<file path="config.mk">
export PLATFORM = sky130hd
export DESIGN_NAME = seven_segment_reader
export DESIGN_NICKNAME = d
export VERILOG_FILES = /design/src/rtl/seven_segment_reader.sv
export SDC_FILE = /design/constraint.sdc
export NUM_CORES = 1
export LEC_CHECK = 0
export ABC_AREA = 1
export CAP_MARGIN = 25
export CORE_MARGIN = 4
export CORE_UTILIZATION = 28
export DETAILED_ROUTE_END_ITERATION = 8
export PLACE_DENSITY = 0.56
export REMOVE_ABC_BUFFERS = 1
export SETUP_SLACK_MARGIN = 0.02
export SLEW_MARGIN = 20
export SYNTH_ARGS = -nofsm -noshare
export SYNTH_HDL_FRONTEND = slang
export SYNTH_SLANG_ARGS = --single-unit
</file>
<file path="constraint.sdc">
create_clock -name clk -period 2.4 [get_ports clk]
set_input_delay 0.72 -clock clk [delete_from_list [all_inputs] [get_ports clk]]
set_output_delay 0.72 -clock clk [all_outputs]
set_load 0.1 [all_outputs]
</file>
<file path="src/rtl/seven_segment_reader.sv">
// Recovers digit values from a multiplexed active-high seven-segment bus.
// Each activation is sampled once after a settle delay, then filtered per digit.
module seven_segment_reader #(
  parameter int DIGITS = 4,
  parameter int SETTLE = 3,
  parameter int STABLE = 2,
  localparam int IW = (DIGITS > 1) ? $clog2(DIGITS) : 1
) (
  input  logic                  clk,
  input  logic                  rst,
  input  logic [6:0]            seg_in,
  input  logic [DIGITS-1:0]     an_in,
  output logic [4*DIGITS-1:0]   digit_out,
  output logic [DIGITS-1:0]     blank_out,
  output logic                  frame_valid,
  output logic                  err,
  output logic [IW-1:0]         err_digit
);

  localparam int SCW = $clog2(SETTLE + 1);
  localparam int STW = $clog2(STABLE + 1);

  typedef enum logic [1:0] {ST_IDLE, ST_SETTLE, ST_SAMPLE, ST_HOLD} state_t;

  state_t            state_reg, state_next;
  logic [SCW-1:0]    settle_cnt_reg, settle_cnt_next;
  logic [DIGITS-1:0] an_prev_reg;
  logic [DIGITS-1:0] mask_reg;
  logic [DIGITS-1:0] mask_set;
  logic              change;
  logic              an_onehot;
  logic              do_sample;
  logic [IW-1:0]     sample_idx;

  logic              dec_legal;
  logic              dec_blank;
  logic [3:0]        dec_val;

  assign change    = (an_in != an_prev_reg);
  assign an_onehot = $onehot(an_in);

  always_comb begin
    dec_legal = 1'b1;
    dec_blank = 1'b0;
    dec_val   = 4'd0;
    case (seg_in)
      7'h3F: dec_val = 4'd0;
      7'h06: dec_val = 4'd1;
      7'h5B: dec_val = 4'd2;
      7'h4F: dec_val = 4'd3;
      7'h66: dec_val = 4'd4;
      7'h6D: dec_val = 4'd5;
      7'h7D: dec_val = 4'd6;
      7'h07: dec_val = 4'd7;
      7'h7F: dec_val = 4'd8;
      7'h6F: dec_val = 4'd9;
      7'h00: dec_blank = 1'b1;
      default: dec_legal = 1'b0;
    endcase
  end

  // A change event always wins: it restarts settling or drops to idle.
  always_comb begin
    state_next      = state_reg;
    settle_cnt_next = settle_cnt_reg;
    do_sample       = 1'b0;
    if (change) begin
      if (an_onehot) begin
        state_next      = (SETTLE == 1) ? ST_SAMPLE : ST_SETTLE;
        settle_cnt_next = SCW'(1);
      end else begin
        state_next = ST_IDLE;
      end
    end else begin
      case (state_reg)
        ST_SETTLE: begin
          settle_cnt_next = settle_cnt_reg + SCW'(1);
          if (int'(settle_cnt_reg) + 1 >= SETTLE)
            state_next = ST_SAMPLE;
        end
        ST_SAMPLE: begin
          do_sample  = 1'b1;
          state_next = ST_HOLD;
        end
        default: ;
      endcase
    end
  end

  always_comb begin
    sample_idx = '0;
    for (int i = 0; i < DIGITS; i++)
      if (an_prev_reg[i])
        sample_idx = IW'(i);
  end

  assign mask_set = mask_reg | (do_sample ? an_prev_reg : '0);

  always_ff @(posedge clk or posedge rst) begin
    if (rst) begin
      state_reg      <= ST_IDLE;
      settle_cnt_reg <= '0;
      an_prev_reg    <= '0;
      mask_reg       <= '0;
      frame_valid    <= 1'b0;
      err            <= 1'b0;
      err_digit      <= '0;
    end else begin
      state_reg      <= state_next;
      settle_cnt_reg <= settle_cnt_next;
      an_prev_reg    <= an_in;
      err            <= do_sample && !dec_legal;
      if (do_sample && !dec_legal)
        err_digit <= sample_idx;
      if (do_sample && (&mask_set)) begin
        frame_valid <= 1'b1;
        mask_reg    <= '0;
      end else begin
        frame_valid <= 1'b0;
        mask_reg    <= mask_set;
      end
    end
  end

  genvar gi;
  generate
    for (gi = 0; gi < DIGITS; gi++) begin : g_digit
      logic [3:0]     cand_code_reg;
      logic           cand_blank_reg;
      logic [STW-1:0] cnt_reg;
      logic [STW-1:0] cnt_new;
      logic [3:0]     nib_reg;
      logic           blank_reg;
      logic           hit;
      logic           same;

      assign hit  = do_sample && an_prev_reg[gi];
      assign same = ({dec_blank, dec_val} == {cand_blank_reg, cand_code_reg});

      always_comb begin
        cnt_new = cnt_reg;
        if (!dec_legal)
          cnt_new = '0;
        else if (!same)
          cnt_new = STW'(1);
        else if (int'(cnt_reg) < STABLE)
          cnt_new = cnt_reg + STW'(1);
      end

      // On a legal sample the candidate equals the decoded pattern, so commit that.
      always_ff @(posedge clk or posedge rst) begin
        if (rst) begin
          cand_code_reg  <= 4'd0;
          cand_blank_reg <= 1'b0;
          cnt_reg        <= '0;
          nib_reg        <= 4'd0;
          blank_reg      <= 1'b1;
        end else if (hit) begin
          cnt_reg <= cnt_new;
          if (dec_legal && !same) begin
            cand_code_reg  <= dec_val;
            cand_blank_reg <= dec_blank;
          end
          if (dec_legal && int'(cnt_new) >= STABLE) begin
            nib_reg   <= dec_val;
            blank_reg <= dec_blank;
          end
        end
      end

      assign digit_out[4*gi +: 4] = nib_reg;
      assign blank_out[gi]        = blank_reg;
    end
  endgenerate

endmodule

</file>
==> summary.txt, run 1 <==
Min path
  • Hold path startpoint: g_digit[3].nib_reg[1]
  • Worst min path class: flip-flop to flip-flop

Synthesis
  • Syn Inst Count: 484
  • Syn Area/Cell: just under 8 um2
  • Sequential cell area fraction in the yosys report: 0.428
  • Count of yosys warnings during synthesis: 0
  • Mapped Area: 0.00375 mm2
  • Number of library cell types mapped by synthesis: 31
  • Flip-flop and latch count after synthesis: 64
  • Share of the synthesized area in the top cell type: 0.400
  • Cell taking the most area after synthesis: dfrtp_1
  • Ranking of synthesized cells by area: dfrtp_1, nand2_1, inv_1

CTS
  • Clock Root Buffer: clkbuf_16
  • Largest buffer count on any clock path: 2
  • Level count of the clock H-tree: 3
  • # clock sinks: 64
  • Clock tree from TritonCTS: done
  • Clock input transition at the sequential cells of the worst setup and hold paths: 50 ps
  • TritonCTS buffer count: 9
  • Quantity of hold-fixing buffers added after cts: 0
  • Clock insertion delay at the later pin of the skew report: between 300 and 400 ps

Layout
  • Nets: 610
  • Finished layout cell area: 0.00518 mm2
  • Most common cell after layout, fill and taps aside: nand2_1
  • Number of cells in the finished layout apart from fillers: approximately 770
  • Synth-to-Final Area Change: 37.9%
  • Share of final-layout standard cells stronger than drive strength 1: 0.302
  • # diodes: 0
  • Most frequent cells in the layout: nand2_1, buf_4, inv_1, dfrtp_1, nor2_1
  • Util after Layout: 0.393

Global routing
  • Number of global-route vias before repair: 3211
  • Global route overflow: 0
  • Maximum number of pins on one net before global-route repair: 32
  • Global-route wire length before repair: around 15000 um
  • Number of antenna violations at the first check in global routing: 0
  • Global Route Usage Sum: 0.124

Timing
  • Highest Clock Rate: 446 MHz
  • Final number of setup-violating endpoints: 0
  • Worst-Margin Slew: 441 ps
  • Headroom to the max-slew limit: 0.706
  • Final-report hold violation count: 0
  • Post-route fraction of the period consumed by the critical path: 0.935
  • Shortest period the worst path allows: around 2200 ps
  • Number of pins with negative max-slew slack in the final report: 0
  • Clk_skew: 6.86 ps
  • RSZ-0062 raised after global routing: false

Placed design
  • Total half-perimeter wirelength after legalization and detailed placement: 6760 um
  • Number of instances in the placed design: ~750
  • Port Buffer Count: 36
  • Routability cong.: 0.819
  • Cell area after placement: around 0.0047 mm2

Route
  • DR DRC count: 0
  • DRT antenna net count: 0
  • Routed vias: between 3000 and 4000
  • Routed wire length: about 9000 um
  • Drt first pass iters: 4
  • DR WL/cell: approximately 12 um
  • Iteration-0 DRC count of the detailed router: 116
  • Post-DR vias/cell: 4.36

Floorplanning
  • Boundary pin count: 37
  • Starting density of the core: 0.285
  • Die Footprint: 0.0153 mm2
  • Height of the chip: 124 um
  • Core area: 0.0132 mm2
  • DIE WIDTH: 124 um
  • Number of placement rows: 42

Run status
  • Status: finished clean

Setup path
  • Critical Path End Type: flip-flop
  • Critical Path Slowest Stage Cell: clkdlybuf4s50_1
  • Launch point of the critical path: an_in[2]
  • Critical Path Max Stage Delay: 440 ps
  • Worst EP required: 2620 ps
  • Crit-path cells: clkdlybuf4s50_1, xor2_1, nor2_2, nand3_2, buf_4, nor2_2, nand2_2, inv_1, nand2_2, nand2_1, nand2_1
  • Arr. time, crit path: 2470 ps
  • Maximum net fanout on the critical path: 6
  • Gate family responsible for the most delay along the worst path: buffers and inverters
  • Sort of element at the start of the critical path: primary input
  • Crit Reg-Reg Startpoint: an_prev_reg[1]
  • Count of buffering cells on the critical path with inverters included: 3
  • Type of the setup path with the least slack: primary input to flip-flop

Pwr
  • PD cells: 525 mW/mm2
  • Maximum resistive drop on vdd: approximately 0.00032 V
  • Leakage: 2.90 nW

Run
  • Number of max-cap violations: 0
## synthesized netlist by cell type
master,number
a21oi_4,1
nand2_1,150
nor2_1,42
fa_1,1
xor2_2,1
buf_6,3
xnor2_1,4
or2_2,2
buf_4,5
nand3b_1,4
o211ai_1,1
nand2_8,1
buf_2,1
nor3_1,1
dfstp_2,4
a21oi_1,4
nor2_4,7
ha_1,8
nand3_2,9
dfrtp_1,60
inv_2,3
o21ai_0,15
o22ai_1,5
xor2_1,7
nand3_1,30
nand3_4,1
nand4_1,21
inv_1,64
and2_1,1
nand2_2,17
nor2_2,11
## worst paths after layout
check	to	slack (ps)	depth (start not counted)
min	g_digit[3].nib_reg[1]	470	2
max in group asynchronous	g_digit[0].blank_reg	1100	3
max	g_digit[0].cand_code_reg[1]	160	11
min in group asynchronous	g_digit[3].nib_reg[2]	710	2
max reg2reg	g_digit[0].cand_code_reg[1]	590	10
min reg2reg	g_digit[3].nib_reg[1]	470	2
## metrics by stage
| step | worst slack, ps | power (mW) | hold WS [ps] | TNS, ps |
|---|---|---|---|---|
| 2_1_floorplan | 88.5 | 1.24 | 455 | 0 |
| 3_3_place_gp | -408 | 1.34 | 458 | -18280 |
| 3_5_place_dp | -456 | 1.34 | 463 | -20310 |
| 4_1_cts | 39.4 | 2.75 | 477 | 0 |
| 5_1_grt | 29.5 | 2.83 | 502 | 0 |
| 6_report | 156 | 2.72 | 472 | 0 |
## worst reg2reg max path, delay by kind of cell, from the launching register on
family	cells	cell delay, ps
flip-flops	1	410
XOR/XNOR	1	160
buffers and inverters	2	350
AND/OR/NAND/NOR	7	780
## cells by family after synthesis
group           Yosys count  share of synthesized area
compound gates           26                     0.0400
flops                    64                      0.428
buf+inv                  76                     0.0873
simple gates            297                      0.383
xor+xnor                 12                     0.0300
fa+ha+maj                 9                     0.0320
## where the power goes
group / internal [mW] / leakage, nW / switching (mW)
clock: 0.916 / 0.159 / 0.472
combinational: 0.0937 / 1.94 / 0.130
sequential: 1.09 / 0.802 / 0.0112
## layer usage
metal	vias to the layer above	wire length, um	global-route usage
met4	0	163	0.0561
met5	-	0	0
li1	1734	-	-
met2	51	4350	0.205
met3	14	293	0.0286
met1	1551	4150	0.153
## timing repair
action	CTS	global route
endpoints found under the setup margin	41	49
buffers inserted	4	1
pin swaps	5	6
gates resized for setup	10	23
## final cells by class
cell class,instances,area [um2]
Clock inverter,2,35.0
Inverter,67,251
Tap cell,176,220
Timing Repair Buffer,102,877
Multi-Input combinational cell,344,1900
Fill cell,1344,8010
Clock buffer,14,284
Sequential cell,64,1610
No activity file was read; power rests on OpenSTA's default activity.
==> run 2: changes to the inputs <==
Settings changed: ABC_CLOCK_PERIOD_IN_PS set to 2400.
==> results of run 2 <==
No change in the layout: final DEF, timing and power equal those of run 1.
